## src/rtl/uart_pkg.sv

```systemverilog
// Shared types and helpers for the FPGA<->host UART link.
//   parity_e    : framing parity mode (none / odd / even)
//   rx_state_e  : receive engine states
//   tx_state_e  : transmit engine states
//   IDLE_LVL    : level of an idle serial line
//   parity_of() : parity bit for up to 9 payload bits (zero-extend narrower payloads)
package uart_pkg;

    typedef enum logic [1:0] {
        PAR_NONE = 2'd0,
        PAR_ODD  = 2'd1,
        PAR_EVEN = 2'd2
    } parity_e;

    typedef enum logic [2:0] {
        RX_IDLE,
        RX_START,
        RX_DATA,
        RX_PARITY,
        RX_STOP,
        RX_WAIT_HIGH
    } rx_state_e;

    typedef enum logic [2:0] {
        TX_IDLE,
        TX_START,
        TX_DATA,
        TX_PARITY,
        TX_STOP
    } tx_state_e;

    localparam logic IDLE_LVL = 1'b1;

    // Even parity is the XOR of the payload; odd parity is its inverse.
    function automatic logic parity_of(input logic [8:0] data, input parity_e mode);
        return (mode == PAR_ODD) ? ~(^data) : ^data;
    endfunction

endpackage

```

## src/rtl/uart_sync_fifo.sv

```systemverilog
// Single-clock first-word-fall-through FIFO.
//   clk, rst  : clock, asynchronous active-low reset
//   wr_en     : push wr_data (dropped when full unless a pop happens in the same cycle)
//   rd_en     : pop the head (ignored when empty)
//   rd_data   : current head, forced to zero while empty
//   empty/full: occupancy flags
//   level     : number of stored entries, 0..DEPTH
module uart_sync_fifo #(
    parameter int WIDTH = 8,
    parameter int DEPTH = 16
) (
    input  logic                   clk,
    input  logic                   rst,
    input  logic                   wr_en,
    input  logic [WIDTH-1:0]       wr_data,
    input  logic                   rd_en,
    output logic [WIDTH-1:0]       rd_data,
    output logic                   empty,
    output logic                   full,
    output logic [$clog2(DEPTH):0] level
);

    localparam int PTR_W = $clog2(DEPTH);
    localparam int LVL_W = PTR_W + 1;

    logic [WIDTH-1:0] mem [DEPTH];
    logic [PTR_W-1:0] wr_ptr;
    logic [PTR_W-1:0] rd_ptr;
    logic             wr_ok;
    logic             rd_ok;

    assign empty   = (level == '0);
    assign full    = (level == LVL_W'(DEPTH));
    assign rd_ok   = rd_en && !empty;
    // A pop frees the slot in the same cycle, so a full FIFO still accepts a write alongside it.
    assign wr_ok   = wr_en && (!full || rd_en);
    assign rd_data = empty ? '0 : mem[rd_ptr];

    // NOTE: storage has no reset; only pointers and level define validity, so the
    // array stays a plain RAM and its stale contents are never observable.
    always_ff @(posedge clk) begin
        if (wr_ok) begin
            mem[wr_ptr] <= wr_data;
        end
    end

    // NOTE: sequential state uses non-blocking assignments so every register samples
    // pre-edge values regardless of statement order.
    always_ff @(posedge clk or negedge rst) begin
        if (!rst) begin
            wr_ptr <= '0;
            rd_ptr <= '0;
            level  <= '0;
        end else begin
            if (wr_ok) wr_ptr <= wr_ptr + 1'b1;
            if (rd_ok) rd_ptr <= rd_ptr + 1'b1;
            case ({wr_ok, rd_ok})
                2'b10:   level <= level + 1'b1;
                2'b01:   level <= level - 1'b1;
                default: level <= level;
            endcase
        end
    end

endmodule

```

## src/rtl/fpga_pc_uart_fifo_interface.sv

```systemverilog
// FPGA<->host UART link with FIFO buffering in both directions.
//   clk, rst        : single clock; asynchronous active-low reset, released synchronously inside
//   rx_d_in         : serial from host (idle high, asynchronous)
//   tx_d_out        : serial to host (idle high, registered)
//   tx_wr_en/data   : push a byte into the TX FIFO; tx_full / tx_level report occupancy
//   tx_busy         : a frame is on the line; tx_done pulses once per completed frame
//   rx_rd_en        : pop the RX FIFO; rx_rd_data is the head (zero while rx_empty)
//   rx_level        : RX FIFO occupancy
//   rx_frame_err    : sticky, stop bit sampled low
//   rx_parity_err   : sticky, parity mismatch
//   rx_overflow     : sticky, received byte lost to a full RX FIFO
//   err_clear       : clears the sticky flags (a same-cycle set wins)
module fpga_pc_uart_fifo_interface
    import uart_pkg::*;
#(
    parameter int CLKS_PER_BIT = 87,
    parameter int DATA_BITS    = 8,
    parameter int PARITY       = 0,
    parameter int STOP_BITS    = 1,
    parameter int FIFO_DEPTH   = 16
) (
    input  logic                        clk,
    input  logic                        rst,
    input  logic                        rx_d_in,
    output logic                        tx_d_out,
    input  logic                        tx_wr_en,
    input  logic [DATA_BITS-1:0]        tx_wr_data,
    output logic                        tx_full,
    output logic [$clog2(FIFO_DEPTH):0] tx_level,
    output logic                        tx_busy,
    output logic                        tx_done,
    input  logic                        rx_rd_en,
    output logic [DATA_BITS-1:0]        rx_rd_data,
    output logic                        rx_empty,
    output logic [$clog2(FIFO_DEPTH):0] rx_level,
    output logic                        rx_frame_err,
    output logic                        rx_parity_err,
    output logic                        rx_overflow,
    input  logic                        err_clear
);

    localparam int                CNT_W      = $clog2(CLKS_PER_BIT);
    localparam int                IDX_W      = $clog2(DATA_BITS);
    localparam logic [CNT_W-1:0]  CNT_LAST   = CNT_W'(CLKS_PER_BIT - 1);
    localparam logic [CNT_W-1:0]  CNT_HALF   = CNT_W'(CLKS_PER_BIT / 2 - 1);
    localparam logic [IDX_W-1:0]  LAST_DATA  = IDX_W'(DATA_BITS - 1);
    localparam logic [IDX_W-1:0]  LAST_STOP  = IDX_W'(STOP_BITS - 1);
    localparam parity_e           PAR_MODE   = parity_e'(PARITY[1:0]);
    localparam bit                HAS_PARITY = (PARITY != 0);

    // Reset asserts immediately but is released on a clock edge.
    logic rst_meta, rst_n_int;
    always_ff @(posedge clk or negedge rst) begin
        if (!rst) {rst_meta, rst_n_int} <= 2'b00;
        else      {rst_meta, rst_n_int} <= {1'b1, rst_meta};
    end

    // ---------------------------------------------------------------- receive
    logic rx_meta, rx_sync;
    always_ff @(posedge clk or negedge rst_n_int) begin
        if (!rst_n_int) begin
            rx_meta <= IDLE_LVL;
            rx_sync <= IDLE_LVL;
        end else begin
            rx_meta <= rx_d_in;
            rx_sync <= rx_meta;
        end
    end

    rx_state_e            rx_state, rx_state_nxt;
    logic [CNT_W-1:0]     rx_cnt;
    logic [IDX_W-1:0]     rx_idx;
    logic [DATA_BITS-1:0] rx_shift;
    logic                 rx_par_ok, rx_push, rx_full;
    logic                 rx_take_bit, rx_take_par, rx_stop_bad, rx_frame_good;
    logic                 rx_half, rx_bit_end;

    assign rx_half    = (rx_cnt == CNT_HALF);
    assign rx_bit_end = (rx_cnt == CNT_LAST);

    // NOTE: every output of this block gets a default first, so no path leaves a
    // signal unassigned and no latch is inferred.
    always_comb begin
        rx_state_nxt  = rx_state;
        rx_take_bit   = 1'b0;
        rx_take_par   = 1'b0;
        rx_stop_bad   = 1'b0;
        rx_frame_good = 1'b0;
        case (rx_state)
            RX_IDLE:   if (rx_sync != IDLE_LVL) rx_state_nxt = RX_START;
            // Mid-start re-check rejects glitches shorter than half a bit.
            RX_START:  if (rx_half) rx_state_nxt = (rx_sync == IDLE_LVL) ? RX_IDLE : RX_DATA;
            RX_DATA:   if (rx_bit_end) begin
                           rx_take_bit = 1'b1;
                           if (rx_idx == LAST_DATA) rx_state_nxt = HAS_PARITY ? RX_PARITY : RX_STOP;
                       end
            RX_PARITY: if (rx_bit_end) begin
                           rx_take_par  = 1'b1;
                           rx_state_nxt = RX_STOP;
                       end
            RX_STOP:   if (rx_bit_end) begin
                           if (rx_sync != IDLE_LVL) begin
                               rx_stop_bad  = 1'b1;
                               rx_state_nxt = RX_WAIT_HIGH;
                           end else if (rx_idx == LAST_STOP) begin
                               rx_frame_good = 1'b1;
                               rx_state_nxt  = RX_IDLE;
                           end
                       end
            RX_WAIT_HIGH: if (rx_sync == IDLE_LVL) rx_state_nxt = RX_IDLE;
            default:   rx_state_nxt = RX_IDLE;
        endcase
    end

    always_ff @(posedge clk or negedge rst_n_int) begin
        if (!rst_n_int) begin
            rx_state      <= RX_IDLE;
            rx_cnt        <= '0;
            rx_idx        <= '0;
            rx_shift      <= '0;
            rx_par_ok     <= 1'b1;
            rx_push       <= 1'b0;
            rx_frame_err  <= 1'b0;
            rx_parity_err <= 1'b0;
            rx_overflow   <= 1'b0;
        end else begin
            rx_state <= rx_state_nxt;
            rx_push  <= rx_frame_good && rx_par_ok;
            if (rx_state == RX_IDLE || rx_state == RX_WAIT_HIGH ||
                rx_state_nxt != rx_state || rx_bit_end)
                rx_cnt <= '0;
            else
                rx_cnt <= rx_cnt + 1'b1;
            if (rx_state_nxt != rx_state) rx_idx <= '0;
            else if (rx_bit_end)          rx_idx <= rx_idx + 1'b1;
            if (rx_take_bit) rx_shift <= {rx_sync, rx_shift[DATA_BITS-1:1]};
            if (rx_state == RX_IDLE) rx_par_ok <= 1'b1;
            else if (rx_take_par)    rx_par_ok <= (rx_sync == parity_of(9'(rx_shift), PAR_MODE));
            // A stop error ends the frame before the parity verdict, so it takes precedence.
            rx_frame_err  <= rx_stop_bad | (rx_frame_err & ~err_clear);
            rx_parity_err <= (rx_frame_good & ~rx_par_ok) | (rx_parity_err & ~err_clear);
            rx_overflow   <= (rx_push & rx_full & ~rx_rd_en) | (rx_overflow & ~err_clear);
        end
    end

    uart_sync_fifo #(.WIDTH(DATA_BITS), .DEPTH(FIFO_DEPTH)) u_rx_fifo (
        .clk     (clk),
        .rst     (rst_n_int),
        .wr_en   (rx_push),
        .wr_data (rx_shift),
        .rd_en   (rx_rd_en),
        .rd_data (rx_rd_data),
        .empty   (rx_empty),
        .full    (rx_full),
        .level   (rx_level)
    );

    // --------------------------------------------------------------- transmit
    tx_state_e            tx_state, tx_state_nxt;
    logic [CNT_W-1:0]     tx_cnt;
    logic [IDX_W-1:0]     tx_idx, tx_idx_nxt;
    logic [DATA_BITS-1:0] tx_data, tx_rd_data;
    logic                 tx_empty, tx_pop, tx_done_nxt, tx_line_nxt, tx_bit_end;

    assign tx_bit_end = (tx_cnt == CNT_LAST);

    always_comb begin
        tx_state_nxt = tx_state;
        tx_pop       = 1'b0;
        tx_done_nxt  = 1'b0;
        case (tx_state)
            TX_IDLE:   if (!tx_empty) begin
                           tx_pop       = 1'b1;
                           tx_state_nxt = TX_START;
                       end
            TX_START:  if (tx_bit_end) tx_state_nxt = TX_DATA;
            TX_DATA:   if (tx_bit_end && tx_idx == LAST_DATA)
                           tx_state_nxt = HAS_PARITY ? TX_PARITY : TX_STOP;
            TX_PARITY: if (tx_bit_end) tx_state_nxt = TX_STOP;
            TX_STOP:   if (tx_bit_end && tx_idx == LAST_STOP) begin
                           tx_done_nxt = 1'b1;
                           // Chain straight into the next start bit when more data is queued.
                           if (!tx_empty) begin
                               tx_pop       = 1'b1;
                               tx_state_nxt = TX_START;
                           end else begin
                               tx_state_nxt = TX_IDLE;
                           end
                       end
            default:   tx_state_nxt = TX_IDLE;
        endcase

        if (tx_state_nxt != tx_state) tx_idx_nxt = '0;
        else if (tx_bit_end)          tx_idx_nxt = tx_idx + 1'b1;
        else                          tx_idx_nxt = tx_idx;

        // The line level is registered from the next state so tx_d_out never glitches.
        case (tx_state_nxt)
            TX_START:  tx_line_nxt = 1'b0;
            TX_DATA:   tx_line_nxt = tx_data[tx_idx_nxt];
            TX_PARITY: tx_line_nxt = parity_of(9'(tx_data), PAR_MODE);
            default:   tx_line_nxt = IDLE_LVL;
        endcase
    end

    always_ff @(posedge clk or negedge rst_n_int) begin
        if (!rst_n_int) begin
            tx_state <= TX_IDLE;
            tx_cnt   <= '0;
            tx_idx   <= '0;
            tx_data  <= '0;
            tx_d_out <= IDLE_LVL;
            tx_busy  <= 1'b0;
            tx_done  <= 1'b0;
        end else begin
            tx_state <= tx_state_nxt;
            tx_idx   <= tx_idx_nxt;
            tx_cnt   <= (tx_state == TX_IDLE || tx_bit_end) ? '0 : tx_cnt + 1'b1;
            if (tx_pop) tx_data <= tx_rd_data;
            tx_d_out <= tx_line_nxt;
            tx_busy  <= (tx_state_nxt != TX_IDLE);
            tx_done  <= tx_done_nxt;
        end
    end

    uart_sync_fifo #(.WIDTH(DATA_BITS), .DEPTH(FIFO_DEPTH)) u_tx_fifo (
        .clk     (clk),
        .rst     (rst_n_int),
        .wr_en   (tx_wr_en),
        .wr_data (tx_wr_data),
        .rd_en   (tx_pop),
        .rd_data (tx_rd_data),
        .empty   (tx_empty),
        .full    (tx_full),
        .level   (tx_level)
    );

endmodule

```

## config.mk

```make
export PLATFORM = sky130hd
export DESIGN_NAME = fpga_pc_uart_fifo_interface
export DESIGN_NICKNAME = d
export VERILOG_FILES = /design/src/rtl/uart_pkg.sv /design/src/rtl/uart_sync_fifo.sv /design/src/rtl/fpga_pc_uart_fifo_interface.sv
export SDC_FILE = /design/constraint.sdc
export NUM_CORES = 1
export LEC_CHECK = 0
export ABC_AREA = 0
export CAP_MARGIN = 20
export CORE_MARGIN = 5
export CORE_UTILIZATION = 55
export DETAILED_ROUTE_END_ITERATION = 6
export GPL_ROUTABILITY_DRIVEN = 0
export PLACE_DENSITY = 0.72
export SYNTH_ARGS = -nofsm -noshare
export SYNTH_HDL_FRONTEND = slang
export SYNTH_SLANG_ARGS = --single-unit
```

## constraint.sdc

```tcl
create_clock -name clk -period 2.7 [get_ports clk]
set_input_delay 0.54 -clock clk [delete_from_list [all_inputs] [get_ports clk]]
set_output_delay 0.54 -clock clk [all_outputs]
set_load 0.02 [all_outputs]
```

==> key figures, run 1 <==
Status
  – Outcome: finished with violations
  – Violations in the final reports: setup timing

Global route
  – Total GRT Usage: 20.1%
  – Vias in the first global route: 8190
  – Sum of overflow across all layers after global routing: 0
  – Maximum number of pins on one net before global-route repair: 42
  – Global-route wire length before repair: 45.5 mm
  – Number of antenna violations at the first check in global routing: 0

Worst setup path
  – Startpoint type of the worst setup path: flip-flop
  – Data arrival time at the worst-slack endpoint: 2500 ps
  – Endpoint required time on the critical path: 2160 ps
  – Kind of critical path: reg -> out
  – Setup crit end kind: primary output
  – Maximum fanout along the worst path: 5

Power and ir drop
  – Sequential share of power: 48.3%
  – Switching power: 0.00333 W
  – Share of power burned in the clock network: 33.4%
  – Cell internal power dissipation: 0.00962 W
  – PD cells: 771 nW/um^2
  – Worst vdd ir: 593 uV
  – Leakage: 6.24 nW
  – Switching Fraction: 25.7%
  – Comb power frac: 18.3%

STA
  – Unrepaired setup endpoints after global routing: true
  – Worst Skew: 15.5 ps
  – Worst-margin pin slew: 658 ps
  – Count of final max-slew check failures: 0
  – Count of final setup violators: 9
  – Achievable Freq: 329 MHz
  – Headroom to the max-slew limit: 56.1%
  – Setup_tns: -2520 ps
  – Final hold violations: 0
  – Fin crit period: 3040 ps
  – Setup slack after layout: -343 ps
  – Fin crit share: 113%

Clocking
  – CTS sink cnt: 336
  – Clock latency at the later pin of the worst-skew pair: 510 ps
  – Num CTS Buffers: 34
  – Post-cts hold buffer count: 0
  – H-tree lvl count: 2
  – Clock tree from TritonCTS: yes
  – Clock transition at the registers of the reported paths: 60 ps
  – Maximum root-to-sink buffer count: 3
  – Cell at the root of the clock tree: clkbuf_16

Synth
  – Leading register cell type out of synthesis: edfxtp_1
  – Sequential element share of the synthesized area: 67.8%
  – Synthesized instance count: 833
  – Average size of a mapped cell: 17.2 um^2
  – Number of warnings issued by yosys: 0
  – Post-Synthesis Cell Area: 14300 um^2
  – Number of flops mapped to enable cells by yosys: 256
  – Post-Syn Nets: 877
  – Flop and latch count out of synthesis: 336
  – Count of distinct cell types in the synthesized netlist: 66
  – Ys async rst share: 23.8%

Die
  – Top-level port count: 40
  – Die Ht: 171 um
  – Area of the core: 25800 um^2
  – Initial core utilization: 55.4%
  – Chip Width: 171 um
  – Die footprint: 29300 um^2
  – Number of rows created at floorplan: 59

Detailed routing
  – ANT nets after route: 0
  – First DRT Iteration DRCs: 634
  – Vias after detailed routing: 7700
  – DRC violations left: 0
  – Wire length after detailed routing: 28.4 mm
  – Number of search-and-repair iterations in the first detailed-routing pass: 7
  – Mean routed wirelength per cell: 21.9 um
  – Vias per std cell: 5.95

Final layout
  – Final core utilization: 65.0%
  – Most common library cell in the layout ignoring fill and taps: edfxtp_1
  – Final Net Count: 980
  – Fraction of layout instances using a drive strength above 1: 27.2%
  – Synthesis-to-finish area growth: 17.4%
  – Diode count: 0
  – Leading cell types in the layout, fill and taps excluded: edfxtp_1 (256), mux4_2 (82), dfrtp_1 (68)

Run
  – Maximum capacitance violations: 0

Placed design
  – I/O Buffers: 39
  – Sum of net half-perimeters after detailed placement: 18.3 mm
  – Pre-CTS WS: -190 ps

Min path
  – Path class of the lowest-slack min-delay path: in -> async
[registers in the layout, summed over array words and instances, names as in the netlist, 3 cells and up]
signal / count
tx_data: 8
rx_idx: 3
tx_state: 3
tx_idx: 3
u_tx_fifo.wr_ptr: 4
u_rx_fifo.rd_ptr: 4
tx_cnt: 7
rx_shift: 8
u_tx_fifo.level: 5
rx_cnt: 7
rx_state: 3
u_tx_fifo.rd_ptr: 4
u_rx_fifo.level: 5
u_rx_fifo.wr_ptr: 4
u_tx_fifo.mem: 128
u_rx_fifo.mem: 128
[critical path, cell delays in order, from the launching register on]
cell	delay, ps
dfrtp_2	410
buf_4	140
buf_8	120
buf_12	100
mux4_2	490
mux4_2	470
nor2b_4	140
buf_6	120
[cells by family after synthesis]
group / synth area share, %
AO/OA/AOI/OAI: 3.41
buffers and inverters: 2.24
AND/OR/NAND/NOR: 7.08
other: 0.0262
flip-flops: 67.8
multiplexers: 13.8
XOR/XNOR: 2.91
adder cells (fa/ha/maj): 2.73
[metrics by stage]
stage,hold WS [ps],area [um^2],power [W],std cells
floorplan,244,14300,0.00759,833
global placement,329,15500,0.00826,1223
detailed placement,336,15500,0.00838,1223
CTS,176,16700,0.0129,1289
global route,185,16800,0.0135,1295
finish,191,16800,0.0130,1295
[path summary, 6_finish.rpt]
kind | start | to | slack (ps) | cells past startpoint
max | u_rx_fifo.rd_ptr[0]$_DFFE_PN0P_ | rx_rd_data[6] | -340 | 7
min | rst | rst_n_int$_DFF_PN0_ | 190 | 1
max reg2reg | u_tx_fifo.level[1]$_DFFE_PN0P_ | u_tx_fifo.level[4]$_DFFE_PN0P_ | -20 | 14
min reg2reg | rst_n_int$_DFF_PN0_ | u_rx_fifo.level[1]$_DFFE_PN0P_ | 320 | 0
max in group asynchronous | rst_n_int$_DFF_PN0_ | rx_par_ok$_DFFE_PN1P_ | 1670 | 1
min in group clk | rx_meta$_DFF_PN1_ | rx_sync$_DFF_PN1_ | 360 | 0
[routing by layer]
layer,global-route usage (%),vias to the layer above,wire (um)
met3,3.61,44,1540
met1,26.3,3954,11300
met4,4.27,0,491
met5,0,-,0
met2,35.6,260,15000
li1,-,3442,-
[power groups by stage]
stage / registers (W) / clock network (W) / logic [W]
finish: 0.00626 / 0.00432 / 0.00237
floorplan: 0.00631 / 0 / 0.00128
CTS: 0.00626 / 0.00440 / 0.00225
global placement: 0.00631 / 0 / 0.00195
detailed placement: 0.00635 / 0 / 0.00204
global route: 0.00630 / 0.00465 / 0.00257
[timing repair]
action,CTS,global route
resized for setup,50,28
endpoints found under the setup margin,11,12
setup buffers,5,7
cloned,1,0
pin swaps,1,9
[synthesized netlist by cell type (9+ instances only)]
| master | instances | area (um^2) |
|---|---|---|
| dfrtp_1 | 76 | 1900 |
| mux4_2 | 82 | 1850 |
| nand3_1 | 13 | 65.1 |
| clkbuf_1 | 18 | 67.6 |
| nand2_1 | 50 | 188 |
| nand4_1 | 9 | 56.3 |
| edfxtp_1 | 256 | 7690 |
| xnor2_1 | 31 | 272 |
| and2_1 | 18 | 113 |
| o21ai_0 | 14 | 70.1 |
| and4b_1 | 10 | 100 |
| nor2_1 | 26 | 97.6 |
| mux2_2 | 10 | 113 |
| nor2b_1 | 18 | 113 |
| a21oi_1 | 18 | 90.1 |
| xor2_1 | 14 | 123 |
| inv_1 | 32 | 120 |
| ha_1 | 28 | 350 |
[cell type report]
| cell class | instances | area, um^2 |
|---|---|---|
| clock buffers | 47 | 920 |
| clock inverters | 13 | 100 |
| fillers | 1745 | 9040 |
| inverters | 34 | 130 |
| multi-input cells | 425 | 4430 |
| flip-flops and latches | 336 | 9710 |
| well taps | 335 | 419 |
| repair buffers | 105 | 1090 |
No activity file was read; power rests on OpenSTA's default activity.
==> run 2: changes to the inputs <==
==> constraint.sdc (replaced) <==
create_clock -name clk -period 2.88 [get_ports clk]
set_input_delay 0.576 -clock clk [delete_from_list [all_inputs] [get_ports clk]]
set_output_delay 0.576 -clock clk [all_outputs]
set_load 0.02 [all_outputs]
==> key figures, run 2 (same netlist as run 1, synthesis figures left out) <==
Final layout
  – Biggest regs: u_rx_fifo.mem: 128 flops, u_tx_fifo.mem: 128 flops
  – Storage element area: 9700 um^2
  – Diode count: 0
  – Fraction of layout instances using a drive strength above 1: 24.8%
  – Most common library cell in the layout ignoring fill and taps: edfxtp_1
  – Post-route non-filler standard cell count: 1281
  – Area occupied by multi-input gates: 4360 um^2
  – Leading cell types in the layout, fill and taps excluded: edfxtp_1 (256), mux4_2 (82), dfrtp_1 (71)
  – Filler Cell Count: 1765
  – Final Net Count: 963
  – Synthesis-to-finish area growth: 16.6%

Placed design
  – I/O Buffers: 39
  – # placed instances: 1209
  – Sum of net half-perimeters after detailed placement: 18.2 mm

Worst setup path
  – Endpoint required time on the critical path: 2300 ps
  – Maximum fanout along the worst path: 5
  – Delay of the slowest cell on the worst path: 530 ps
  – Count of cells along the worst register-to-register path: 13
  – Data arrival time at the worst-slack endpoint: 2510 ps
  – Worst-path cell chain: buf_6, buf_12, mux4_2, mux4_2, nor2b_4, buf_6
  – Launch point of the worst path: u_rx_fifo.rd_ptr[0]$_DFFE_PN0P_
  – Worst flop-to-flop path endpoint: u_tx_fifo.level[4]$_DFFE_PN0P_
  – Setup slack of the worst register-to-register path: 140 ps
  – Setup crit end kind: primary output
  – Kind of critical path: reg -> out
  – CP delay by family, top: multiplexers
  – WP depth: 6
  – Highest-delay cell along the critical path: mux4_2
  – Critical path buffer and inverter count: 3
  – End of the critical path: rx_rd_data[2]
  – Startpoint type of the worst setup path: flip-flop
  – Start of the worst register-to-register path: u_tx_fifo.level[1]$_DFFE_PN0P_

STA
  – Count of final setup violators: 8
  – Fin crit share: 107%
  – Final hold violations: 0
  – Unrepaired setup endpoints after global routing: true
  – Worst-margin pin slew: 645 ps
  – Setup_tns: -1550 ps
  – Achievable Freq: 324 MHz
  – Worst Skew: 25.1 ps
  – Count of final max-slew check failures: 0
  – Headroom to the max-slew limit: 57.0%
  – Setup slack after layout: -207 ps
  – Fin crit period: 3090 ps

Power and ir drop
  – PD cells: 751 nW/um^2
  – Worst vdd ir: 629 uV
  – Leakage: 6.21 nW

Detailed routing
  – First DRT Iteration DRCs: 556
  – DRC violations left: 0
  – Vias after detailed routing: 7481
  – Vias per std cell: 5.84
  – Mean routed wirelength per cell: 21.6 um
  – Wire length after detailed routing: 27.7 mm
  – ANT nets after route: 0
  – Number of search-and-repair iterations in the first detailed-routing pass: 5

Die
  – Die footprint: 29300 um^2
  – Die Ht: 171 um
  – Area of the core: 25800 um^2
  – Initial core utilization: 55.4%
  – Number of rows created at floorplan: 59
  – Top-level port count: 40
  – Chip Width: 171 um

Global route
  – Maximum number of pins on one net before global-route repair: 79
  – Number of antenna violations at the first check in global routing: 0
  – Vias in the first global route: 7962
  – Total GRT Usage: 19.6%
  – Global-route wire length before repair: 44.5 mm
  – Sum of overflow across all layers after global routing: 0

Run
  – Maximum capacitance violations: 0

Clocking
  – Num CTS Buffers: 36
  – Clock transition at the registers of the reported paths: 60 ps
  – Clock latency at the later pin of the worst-skew pair: 530 ps
  – Maximum root-to-sink buffer count: 3
  – Clock tree from TritonCTS: yes
  – H-tree lvl count: 2
  – CTS sink cnt: 336
  – Cell at the root of the clock tree: clkbuf_16

Status
  – Violations in the final reports: setup timing
  – Outcome: finished with violations

Min path
  – Path class of the lowest-slack min-delay path: reg -> async
[run 2: worst min path at each step]
| stage | start | to | slack, ps | cells after the start |
|---|---|---|---|---|
| 6_report | rst_n_int$_DFF_PN0_ | u_rx_fifo.rd_ptr[0]$_DFFE_PN0P_ | 140 | 0 |
| 5_1_grt | rst_n_int$_DFF_PN0_ | u_rx_fifo.level[4]$_DFFE_PN0P_ | 160 | 0 |
| 4_1_cts | rst | rst_n_int$_DFF_PN0_ | 200 | 1 |
| 3_5_place_dp | rst_meta$_DFF_PN0_ | rst_n_int$_DFF_PN0_ | 340 | 0 |
| 3_3_place_gp | rst_meta$_DFF_PN0_ | rst_n_int$_DFF_PN0_ | 340 | 0 |
| 2_1_floorplan | rst | rst_meta$_DFF_PN0_ | 280 | 0 |
[run 2: stage by stage]
step | util, % | hold slack, ps | setup slack, ps | power (W) | area [um^2]
final | 64.6 | 144 | -207 | 0.0125 | 16700
after global routing | 64.6 | 157 | -270 | 0.0131 | 16700
after CTS | 64.1 | 201 | -238 | 0.0126 | 16600
after detailed placement | 59.1 | 340 | -92.8 | 0.00779 | 15300
after global placement | 59.1 | 341 | -4.64 | 0.00767 | 15300
after floorplan | - | 280 | -87.0 | 0.00710 | 14300
[run 2: area by class of cell]
class	count	area share, %
Clock buffer	43	5.68
Clock inverter	22	1.64
Sequential cell	336	58.2
Tap cell	335	2.51
Multi-Input combinational cell	425	26.1
Timing Repair Buffer	86	5.10
Inverter	34	0.765
[run 2: worst reg2reg max path, cell delays in order, from the launching register on]
cell and delay [ps]:
dfrtp_1 380, or4_4 560, o21ai_4 170, or2_4 160, a21boi_2 60, inv_2 70, ha_4 160, inv_1 70
fa_2 350, nor2b_1 120, o21ai_1 80, and3_1 200, nor3_2 130, xor2_1 150
[run 2: power breakdown]
part	switching [W]	total [W]	internal, W	leakage (nW)
clock	0.00186	0.00461	0.00275	0.582
sequential	0.000312	0.00586	0.00555	3.59
combinational	0.00103	0.00207	0.00104	2.04
[run 2: what timing repair did]
item                                    CTS  global route
hold buffers                              0             0
endpoints found under the setup margin    9            12
cloned                                    2             1
buffers inserted                          4             1
resized for setup                        41            26
[run 2: metal layers]
metal  up-vias  track usage [%]  wire [um]
met5         -                0          0
met4         0             5.34        567
li1       3410                -          -
met1      3809             25.4      11000
met2       216             34.6      14800
met3        46             3.61       1340
